### src/rtl/memview_pkg.sv
// rtl/memview_pkg.sv - shared types and constants for the board memory viewer
//
// Contents:
//   memview_state_t  controller state (RUN, READ, SHOW), 2 bits
//   word_t           32-bit memory word
//   baddr_t          16-bit byte address as seen on the switches and displays
//   WORD_ALIGN_MASK  clears the byte offset of a byte address
package memview_pkg;

    typedef enum logic [1:0] {
        RUN  = 2'd0,
        READ = 2'd1,
        SHOW = 2'd2
    } memview_state_t;

    typedef logic [31:0] word_t;
    typedef logic [15:0] baddr_t;

    localparam baddr_t WORD_ALIGN_MASK = 16'hFFFC;

endpackage

### src/rtl/memview_step_timer.sv
// rtl/memview_step_timer.sv - auto-scan step timer, one-cycle tick every AUTO_DIV enabled cycles
//
// Ports:
//   CLK   in   system clock
//   nRST  in   asynchronous active-low reset
//   en    in   count enable
//   clr   in   synchronous clear, wins over en
//   tick  out  high for the one cycle the count sits at AUTO_DIV-1
module memview_step_timer #(
    parameter int AUTO_DIV = 25000000
) (
    input  logic CLK,
    input  logic nRST,
    input  logic en,
    input  logic clr,
    output logic tick
);

    localparam int CW = (AUTO_DIV > 2) ? $clog2(AUTO_DIV) : 1;
    localparam logic [CW-1:0] TERM = CW'(AUTO_DIV - 1);

    logic [CW-1:0] cnt;

    assign tick = en && (cnt == TERM);

    always_ff @(posedge CLK or negedge nRST) begin
        if (!nRST) begin
            cnt <= '0;
        end else if (clr || tick) begin
            cnt <= '0;
        end else if (en) begin
            cnt <= cnt + 1'b1;
        end
    end

endmodule

### src/rtl/board_mem_viewer.sv
// rtl/board_mem_viewer.sv - post-halt memory inspection sequencer between board I/O and the system testbench port
//
// Ports:
//   CLK, nRST        clock, asynchronous active-low reset
//   halt             CPU halted
//   sw_addr[15:0]    manual byte address from the switches
//   mode_auto        1 = auto-scan, 0 = manual
//   step_n           step key, active-low
//   load[31:0]       read data from the system
//   tb_ctrl          testbench owns memory
//   ren              read request
//   addr[31:0]       read address, {16'b0, cur_addr}
//   shown_word[31:0] last captured word
//   shown_addr[15:0] address of shown_word
//   word_valid       shown_word is current
//
// Build option MEMVIEW_SYNC_EN: when defined, sw_addr, mode_auto and step_n
// pass through 2-flop synchronizers (2 cycles extra input latency).
module board_mem_viewer
    import memview_pkg::*;
#(
    parameter int RD_LAT    = 2,
    parameter int AUTO_DIV  = 25000000,
    parameter int ADDR_STEP = 4
) (
    input  logic        CLK,
    input  logic        nRST,
    input  logic        halt,
    input  logic [15:0] sw_addr,
    input  logic        mode_auto,
    input  logic        step_n,
    input  logic [31:0] load,
    output logic        tb_ctrl,
    output logic        ren,
    output logic [31:0] addr,
    output logic [31:0] shown_word,
    output logic [15:0] shown_addr,
    output logic        word_valid
);

    localparam int WCW = (RD_LAT > 1) ? $clog2(RD_LAT) : 1;
    localparam logic [WCW-1:0] WLAST = WCW'(RD_LAT - 1);
    localparam baddr_t STEP = baddr_t'(ADDR_STEP);

    baddr_t sw_i;
    logic   auto_i;
    logic   step_i;

`ifdef MEMVIEW_SYNC_EN
    baddr_t sw_s1, sw_s2;
    logic   auto_s1, auto_s2, step_s1, step_s2;

    always_ff @(posedge CLK or negedge nRST) begin
        if (!nRST) begin
            sw_s1   <= '0;
            sw_s2   <= '0;
            auto_s1 <= 1'b0;
            auto_s2 <= 1'b0;
            step_s1 <= 1'b1;
            step_s2 <= 1'b1;
        end else begin
            sw_s1   <= sw_addr;
            sw_s2   <= sw_s1;
            auto_s1 <= mode_auto;
            auto_s2 <= auto_s1;
            step_s1 <= step_n;
            step_s2 <= step_s1;
        end
    end

    assign sw_i   = sw_s2;
    assign auto_i = auto_s2;
    assign step_i = step_s2;
`else
    assign sw_i   = sw_addr;
    assign auto_i = mode_auto;
    assign step_i = step_n;
`endif

    memview_state_t state, state_nx;
    baddr_t         cur_addr, cur_nx;
    logic [WCW-1:0] wcnt, wcnt_nx;
    logic           issued, issued_nx;
    logic           capture;
    logic           step_q;
    logic           press;
    logic           tick;
    logic           tmr_en;

    // Falling edge of the step key, one cycle per press.
    assign press = step_q && !step_i;

    assign tmr_en = (state == SHOW) && auto_i;

    memview_step_timer #(.AUTO_DIV(AUTO_DIV)) u_step_timer (
        .CLK  (CLK),
        .nRST (nRST),
        .en   (tmr_en),
        .clr  (!tmr_en),
        .tick (tick)
    );

    assign tb_ctrl    = (state != RUN);
    assign ren        = (state == READ);
    assign word_valid = (state == SHOW);
    assign addr       = {16'b0, cur_addr};

    // The first READ cycle only issues ren; the wait counter starts on the
    // following cycle so the capture lands RD_LAT cycles after the request.
    always_comb begin
        state_nx = state;
        cur_nx   = cur_addr;
        wcnt_nx  = wcnt;
        capture  = 1'b0;
        case (state)
            RUN: begin
                wcnt_nx = '0;
                if (halt) begin
                    state_nx = READ;
                    cur_nx   = auto_i ? (sw_i & WORD_ALIGN_MASK) : sw_i;
                end
            end
            READ: begin
                if (!halt) begin
                    state_nx = RUN;
                    wcnt_nx  = '0;
                end else if (issued) begin
                    if (wcnt == WLAST) begin
                        capture  = 1'b1;
                        wcnt_nx  = '0;
                        state_nx = SHOW;
                    end else begin
                        wcnt_nx = wcnt + 1'b1;
                    end
                end
            end
            SHOW: begin
                if (!halt) begin
                    state_nx = RUN;
                end else if (auto_i) begin
                    // A press coinciding with the timer tick still yields one step.
                    if (tick || press) begin
                        cur_nx   = shown_addr + STEP;
                        state_nx = READ;
                    end
                end else if (sw_i != shown_addr) begin
                    cur_nx   = sw_i;
                    state_nx = READ;
                end
            end
            default: state_nx = RUN;
        endcase
        issued_nx = (state == READ) && (state_nx == READ);
    end

    always_ff @(posedge CLK or negedge nRST) begin
        if (!nRST) begin
            state <= RUN;
        end else begin
            state <= state_nx;
        end
    end

    always_ff @(posedge CLK or negedge nRST) begin
        if (!nRST) begin
            cur_addr   <= '0;
            wcnt       <= '0;
            issued     <= 1'b0;
            step_q     <= 1'b1;
            shown_word <= '0;
            shown_addr <= '0;
        end else begin
            cur_addr <= cur_nx;
            wcnt     <= wcnt_nx;
            issued   <= issued_nx;
            step_q   <= step_i;
            if (capture) begin
                shown_word <= load;
                shown_addr <= cur_addr;
            end
        end
    end

endmodule
### config.mk
export PLATFORM = sky130hd
export DESIGN_NAME = board_mem_viewer
export DESIGN_NICKNAME = d
export VERILOG_FILES = /design/src/rtl/memview_pkg.sv /design/src/rtl/memview_step_timer.sv /design/src/rtl/board_mem_viewer.sv
export SDC_FILE = /design/constraint.sdc
export NUM_CORES = 1
export LEC_CHECK = 0
export BUFFER_PORTS_ARGS = -buffer_cell sky130_fd_sc_hd__buf_2
export CAP_MARGIN = 20
export CORE_AREA = 2 2 84 167
export DETAILED_ROUTE_END_ITERATION = 6
export DIE_AREA = 0 0 86 169
export SYNTH_ARGS = -nofsm -noshare
export SYNTH_HDL_FRONTEND = slang
export SYNTH_SLANG_ARGS = --single-unit
### constraint.sdc
create_clock -name CLK -period 6.16 [get_ports CLK]
set_input_delay 0.308 -clock CLK [delete_from_list [all_inputs] [get_ports CLK]]
set_output_delay 0.308 -clock CLK [all_outputs]
set_load 0.01 [all_outputs]
==> run_results.csv, run 1 <==
group,metric,value,unit
sta,clock_period_minus_final_worst_setup_slack,2.27,ns
synthesis,synth.avg_cell_area,11.6,sq um
detailed_routing,drc_viols,0,
sta,finalWorstSetupSlack,3.89,ns
clock_network,clockRootBuffer,"sky130_fd_sc_hd__clkbuf_16",
setup_path,cp-end-kind,"register",
floorplanning,die_h,169,um
setup_path,timing.critical_path.from,"state[1]$_DFF_PN0_",
place,detailed_place.area,5260,sq um
setup_path,cp.arrival,2.51,ns
clock_network,cts_repair_resize_count,0,
cells_and_area,antenna_cells_inserted,0,
pwr,power_density,290,nW/um^2
setup_path,timing.reg2reg.worst_path_depth,4,
synthesis,syn-instance-count,394,
place,placed_instances,654,
cells_and_area,area_delta_synth_final,22.2,%
cells_and_area,post-route-cell-area,5600,sq um
grt,vias_in_the_first_global_route,3296,
setup_path,worstSetupPathType,"register to register",
detailed_routing,vias_post_dr,3218,
place,finalWeightedCongestion,0.760,
sta,worst_pin_slew,0.969,ns
synthesis,yosysWarnings,0,
sta,setup-tns-final,0,ns
detailed_routing,vias_per_cell,4.80,
grt,gr-usage-all-layers,0.139,
clock_network,clk_path_buf_depth,2,
detailed_routing,drt_wl_total,9.71,mm
sta,max_clock_freq,440,MHz
grt,maximum_number_of_pins_on_one_net_before_global_route_repair,57,
floorplanning,floorplan.io_pins,136,
detailed_routing,final_antenna_net_count,0,
floorplanning,rows,60,
hold_path,hold_path.class,"input pin to register",
job,maxCapViolations,0,
place,dpl_worst_slack,3.89,ns
floorplanning,die_w,86,um
synthesis,netlist_area_before_placement,4580,sq um
clock_network,cts_inserted_buffers,9,
pwr,static-leakage-power,2.72,nW
sta,maxSlewViolCount,0,
place,port_buffers,119,
grt,number_of_antenna_violations_at_the_first_check_in_global_routing,0,
setup_path,timing.rr.start,"state[1]$_DFF_PN0_",
detailed_routing,drtIter0Drc,169,
floorplanning,initial_utilization,0.345,
cells_and_area,final_cell_count_no_fill,671,
synthesis,ys_seq_area_frac,0.514,
cells_and_area,layout-drive-gt1-share,0.413,
clock_network,clock_sink_count,94,
detailed_routing,wl_per_cell,14.5,um
cells_and_area,fill_cells,1278,
sta,finalSetupViolCount,0,
hold_path,worst_hold_startpoint,"step_n",
setup_path,crit_path_start_kind,"register",
sta,fin_crit_sh,0.369,
grt,grt_first_pass_wirelength,16.2,mm
grt,grt_remaining_overflow,0,
sta,maxSlewHeadroom,0.352,
clock_network,cts.htree.levels,3,
sta,hold_viol_final,0,
sta,rsz_0062_raised_after_global_routing,"false",
setup_path,timing.critical_path.fanout_max,28,
detailed_routing,drtPass1Iterations,4,
sta,finalHoldWorstSlack,0.0912,ns
clock_network,worst_skew_pair.late_latency,0.35,ns
clock_network,cts_tree,"built",
floorplanning,die_area,14500,sq um
run_status,status,"finished, final reports clean",
sta,finClkSkew,0.0119,ns
pwr,vdd_ir_drop_max,0.157,mV
setup_path,worstPathRequired,6.39,ns
cells_and_area,nNetsFinal,566,
synthesis,yosysUniqueCellTypes,40,
place,dp.final_hpwl,6.97,mm
floorplanning,design.core.area,13300,sq um
hold_path,min_delay_path_depth,1,
synthesis,ys_seq_elements,94,
clock_network,clk_pin_slew,0.07,ns
-- cells by family after synthesis --
logic type / Yosys count / share of synthesized area
xor gates and xnor gates: 49 / 0.0937
DFF: 94 / 0.514
adders and majority gates: 2 / 0.00547
AOI/OAI and AO/OA: 25 / 0.0314
and+or+nand+nor: 121 / 0.142
buffers and inverters: 38 / 0.0481
muxes: 64 / 0.165
other: 1 / 0.000819
-- layout by cell type, fill, tap and decap left out, types with 4 or more instances in the layout --
cell type,netlist,layout
sky130_fd_sc_hd__buf_2,8,118
sky130_fd_sc_hd__clkbuf_16,0,9
sky130_fd_sc_hd__mux2_4,9,9
sky130_fd_sc_hd__dfrtp_1,93,93
sky130_fd_sc_hd__nand3_1,16,16
sky130_fd_sc_hd__nand4_1,11,11
sky130_fd_sc_hd__xnor2_1,30,30
sky130_fd_sc_hd__nand2_1,31,31
sky130_fd_sc_hd__inv_1,7,7
sky130_fd_sc_hd__o21ai_0,18,18
sky130_fd_sc_hd__xor2_1,19,19
sky130_fd_sc_hd__mux2_2,55,55
sky130_fd_sc_hd__conb_1,1,16
sky130_fd_sc_hd__nor3_1,4,4
sky130_fd_sc_hd__nor2_1,33,32
-- cell usage after synthesis (all sizes together) --
| library cell | instances | area [sq um] |
|---|---|---|
| dfrtp | 93 | 2330 |
| mux2 | 64 | 754 |
| nor2 | 34 | 135 |
| nand2 | 31 | 116 |
| xnor2 | 30 | 263 |
| buf | 25 | 171 |
| xor2 | 19 | 166 |
| nand3 | 18 | 100 |
| o21ai | 18 | 90.1 |
| nand4 | 11 | 68.8 |
| inv | 7 | 26.3 |
| clkbuf | 6 | 22.5 |
| nor3 | 5 | 30.0 |
| a21oi | 3 | 15.0 |
| and3 | 3 | 18.8 |
| and4 | 3 | 26.3 |
| nor2b | 3 | 18.8 |
| ha | 2 | 25.0 |
| nand2b | 2 | 12.5 |
| nand3b | 2 | 15.0 |
| nor4 | 2 | 33.8 |
| nor4b | 2 | 23.8 |
| o2111ai | 2 | 23.8 |
| or3 | 2 | 12.5 |
| and2 | 1 | 6.26 |
| conb | 1 | 3.75 |
| dfstp | 1 | 26.3 |
| nand4b | 1 | 23.8 |
| o22a | 1 | 8.76 |
| o22ai | 1 | 6.26 |
| or2 | 1 | 6.26 |
-- power breakdown --
group	switching (W)	total, W	internal, W
registers	0.0000628	0.000747	0.000684
logic	0.000125	0.000266	0.000141
clock network	0.000242	0.000611	0.000369
total	0.000429	0.00162	0.00119
-- layer usage --
metal,global-route usage,wire length (um),up-vias
li1,-,-,1543
met1,0.193,4520,1546
met2,0.204,4260,117
met3,0.0414,772,12
met4,0.0497,157,0
met5,0,0,-
-- stage by stage --
step	util	power (W)
detailed placement	0.395	0.00103
global placement	0.395	0.00102
global route	0.421	0.00171
finish	0.421	0.00162
CTS	0.421	0.00165
floorplan	-	0.000905
-- critical path, cell delays in order (launching register included) --
cell and delay [ns]:
sky130_fd_sc_hd__dfrtp_1 0.46, sky130_fd_sc_hd__nor2b_1 0.41, sky130_fd_sc_hd__nand2_1 0.57, sky130_fd_sc_hd__mux2_2 0.46
sky130_fd_sc_hd__mux2_2 0.26
-- state kept, by name, summed over array words and instances (netlist names) --
name              count
wcnt                  1
step_q                1
shown_addr           16
issued                1
cur_addr             16
shown_word           32
state                 2
u_step_timer.cnt     25
-- final timing paths --
path | slack, ns | to
worst min register to register | 0.48 | u_step_timer.cnt[0]$_DFFE_PN0P_
worst max register to register | 3.89 | cur_addr[3]$_DFFE_PN0P_
worst max-delay path | 3.89 | cur_addr[3]$_DFFE_PN0P_
worst min-delay path | 0.09 | step_q$_DFF_PN1_
min in group asynchronous | 0.48 | u_step_timer.cnt[14]$_DFFE_PN0P_
max in group asynchronous | 4.59 | shown_word[5]$_DFFE_PN0P_
-- final cells by class --
cell class | count | area [sq um] | share of cell area
flip-flops and latches | 94 | 2350 | 0.421
multi-input cells | 277 | 2070 | 0.370
repair buffers | 122 | 623 | 0.111
clock buffers | 10 | 239 | 0.0427
well taps | 155 | 194 | 0.0347
clock inverters | 6 | 92.6 | 0.0165
inverters | 7 | 26.3 | 0.00469
-- timing repair --
item,CTS,global route
buffers inserted,0,0
endpoints found under the setup margin,0,0
hold buffers,1,0
hold endpoints to repair,38,0
No activity file was read; power rests on OpenSTA's default activity.
==> run 2, diff against run 1 <==
==> constraint.sdc (replaced) <==
create_clock -name CLK -period 2.3 [get_ports CLK]
set_input_delay 0.115 -clock CLK [delete_from_list [all_inputs] [get_ports CLK]]
set_output_delay 0.115 -clock CLK [all_outputs]
set_load 0.01 [all_outputs]
==> run 2 against run 1 <==
Compared with the run above:
- final area rose by 8.0%
- global-route usage rose by 1.1 points
- clock power rose to 2.9 times the previous value
- setup slack got worse by 3.7 ns
- final cell count rose by 6.4%
- combinational power rose to 3.0 times the previous value
- register-to-register slack got worse by 3.7 ns
- highest routed layer unchanged
- routed wire length rose by 7.8%
- utilization rose by 3.4 points
- critical path depth rose by 3
- sequential share of layout area fell by 3.1 points
- clock skew fell by 0.0035 ns
==> run_results.csv, run 2 (synthesized netlist as in run 1, its figures left out) <==
group,metric,value,unit
setup_path,cp-end-kind,"register",
cells_and_area,top_regs,"shown_word: 32 flops, u_step_timer.cnt: 25 flops",
detailed_routing,met1Wirelength,4.92,mm
setup_path,cp.arrival,2.32,ns
grt,vias_in_the_first_global_route,3503,
sta,max_clock_freq,477,MHz
detailed_routing,vias_per_cell,4.77,
detailed_routing,drtPass1Iterations,4,
clock_network,worst_skew_pair.late_latency,0.34,ns
cells_and_area,largest-register,"shown_word",
grt,grt_first_pass_wirelength,17.4,mm
setup_path,timing.critical_path.from,"shown_addr[8]$_DFFE_PN0P_",
hold_path,hold_path.class,"input pin to register",
detailed_routing,topRoutingLayerUsed,"met4",
detailed_routing,met2_length,4.58,mm
pwr,power_density,752,nW/um^2
cells_and_area,layout-drive-gt1-share,0.403,
cells_and_area,area_delta_synth_final,32.0,%
clock_network,cts_inserted_buffers,9,
cells_and_area,post-route-cell-area,6040,sq um
detailed_routing,drt_wl_total,10.5,mm
sta,hold_viol_final,0,
cells_and_area,most-common-layout-cells,"sky130_fd_sc_hd__buf_2, sky130_fd_sc_hd__dfrtp_1, sky130_fd_sc_hd__mux2_2",
floorplanning,initial_utilization,0.345,
clock_network,cts_tree,"built",
sta,worst_pin_slew,0.518,ns
pwr,total_power,0.00455,W
cells_and_area,mostFrequentLayoutCell,"sky130_fd_sc_hd__buf_2",
hold_path,worst_hold_startpoint,"load[9]",
sta,setup-tns-final,0,ns
job,maxCapViolations,0,
cells_and_area,largest_register_ffs,32,
detailed_routing,drc_viols,0,
cells_and_area,layout.area.seq,2350,sq um
place,dp.final_hpwl,7.31,mm
cells_and_area,multi_input_area,2070,sq um
grt,number_of_antenna_violations_at_the_first_check_in_global_routing,0,
cells_and_area,fill_cells,1250,
setup_path,crit_path_start_kind,"register",
run_status,status,"finished, final reports clean",
clock_network,clock_sink_count,94,
grt,maximum_number_of_pins_on_one_net_before_global_route_repair,58,
sta,rsz_0062_raised_after_global_routing,"false",
cells_and_area,nNetsFinal,609,
grt,grt_remaining_overflow,0,
sta,finClkSkew,0.00848,ns
detailed_routing,final_antenna_net_count,0,
floorplanning,die_area,14500,sq um
sta,finalSetupViolCount,0,
place,detailed_place.area,5370,sq um
clock_network,clockRootBuffer,"sky130_fd_sc_hd__clkbuf_16",
sta,clock_period_minus_final_worst_setup_slack,2.10,ns
sta,fin_crit_sh,0.912,
clock_network,cts_repair_resize_count,0,
clock_network,clk_pin_slew,0.07,ns
place,finalWeightedCongestion,0.863,
detailed_routing,drtIter0Drc,121,
floorplanning,die_w,86,um
setup_path,timing.rr.start,"shown_addr[8]$_DFFE_PN0P_",
setup_path,worstSetupPathType,"register to register",
floorplanning,floorplan.io_pins,136,
clock_network,cts.htree.levels,3,
detailed_routing,met3RoutedLength,855,um
setup_path,timing.critical_path.fanout_max,9,
place,placed_instances,666,
clock_network,clk_path_buf_depth,2,
grt,gr-usage-all-layers,0.150,
pwr,static-leakage-power,2.93,nW
detailed_routing,vias_post_dr,3405,
pwr,vdd_ir_drop_max,0.474,mV
cells_and_area,antenna_cells_inserted,0,
setup_path,worstPathRequired,2.52,ns
sta,maxSlewViolCount,0,
cells_and_area,final_cell_count_no_fill,714,
floorplanning,rows,60,
floorplanning,die_h,169,um
floorplanning,design.core.area,13300,sq um
detailed_routing,wl_per_cell,14.7,um
place,port_buffers,119,
sta,maxSlewHeadroom,0.654,
==> run 2: changes by cell type in the layout (fill, tap and decap cells not counted), sizes merged <==
cell | before | now
dlygate4sd3 | 1 | 32
buf | 121 | 133
bufinv | 2 | 3
clkinv | 1 | 0
clkinvlp | 2 | 1
inv | 8 | 9
==> run 2: cell type report <==
| cell class | count | share of cell area |
|---|---|---|
| timing repair buffer | 165 | 0.173 |
| inverter | 7 | 0.00435 |
| tap | 155 | 0.0321 |
| clock inverter | 6 | 0.0190 |
| multi-input combinational | 277 | 0.342 |
| clock buffer | 10 | 0.0395 |
| sequential | 94 | 0.389 |
==> run 2: power by group <==
group	internal (W)	total (W)	switching [W]	leakage, nW
logic	0.000435	0.000810	0.000375	1.50
clock network	0.00110	0.00176	0.000656	0.170
registers	0.00183	0.00198	0.000148	1.26
==> run 2: through the flow <==
stage          hold slack (ns)   util  setup slack [ns]
5_1_grt                0.00404  0.455             0.117
6_report                0.0145  0.455             0.203
2_1_floorplan           -0.181      -             0.294
3_5_place_dp             0.129  0.404             0.207
3_3_place_gp             0.130  0.404             0.267
4_1_cts               0.000386  0.455             0.181
==> run 2: routing by layer <==
| layer | GRT usage | vias to the layer above |
|---|---|---|
| met5 | 0 | - |
| met4 | 0.0442 | 0 |
| met3 | 0.0488 | 11 |
| met2 | 0.210 | 127 |
| met1 | 0.219 | 1636 |
| li1 | - | 1631 |
==> run 2: final timing paths <==
kind	end	slack, ns	cells after the start
setup / recovery	cur_addr[9]$_DFFE_PN0P_	0.20	7
hold / removal	shown_word[9]$_DFFE_PN0P_	0.01	2
setup reg to reg	cur_addr[9]$_DFFE_PN0P_	0.20	7
hold reg to reg	shown_word[4]$_DFFE_PN0P_	0.50	1
max in group asynchronous	step_q$_DFF_PN1_	1.27	3
min in group asynchronous	u_step_timer.cnt[14]$_DFFE_PN0P_	0.30	2
==> run 2: worst max-delay path, stage by stage (launching register included) <==
cell and delay (ns):
sky130_fd_sc_hd__dfrtp_1 0.45, sky130_fd_sc_hd__xnor2_1 0.18, sky130_fd_sc_hd__nand4_1 0.13, sky130_fd_sc_hd__nor4_2 0.39, sky130_fd_sc_hd__nand3b_1 0.17, sky130_fd_sc_hd__nand4b_4 0.13
sky130_fd_sc_hd__buf_4 0.21, sky130_fd_sc_hd__mux2_4 0.32
==> run 2: repair_timing <==
action / CTS / global route
hold buffers: 32 / 0
endpoints found under the hold margin: 68 / 0
setup buffers: 0 / 0
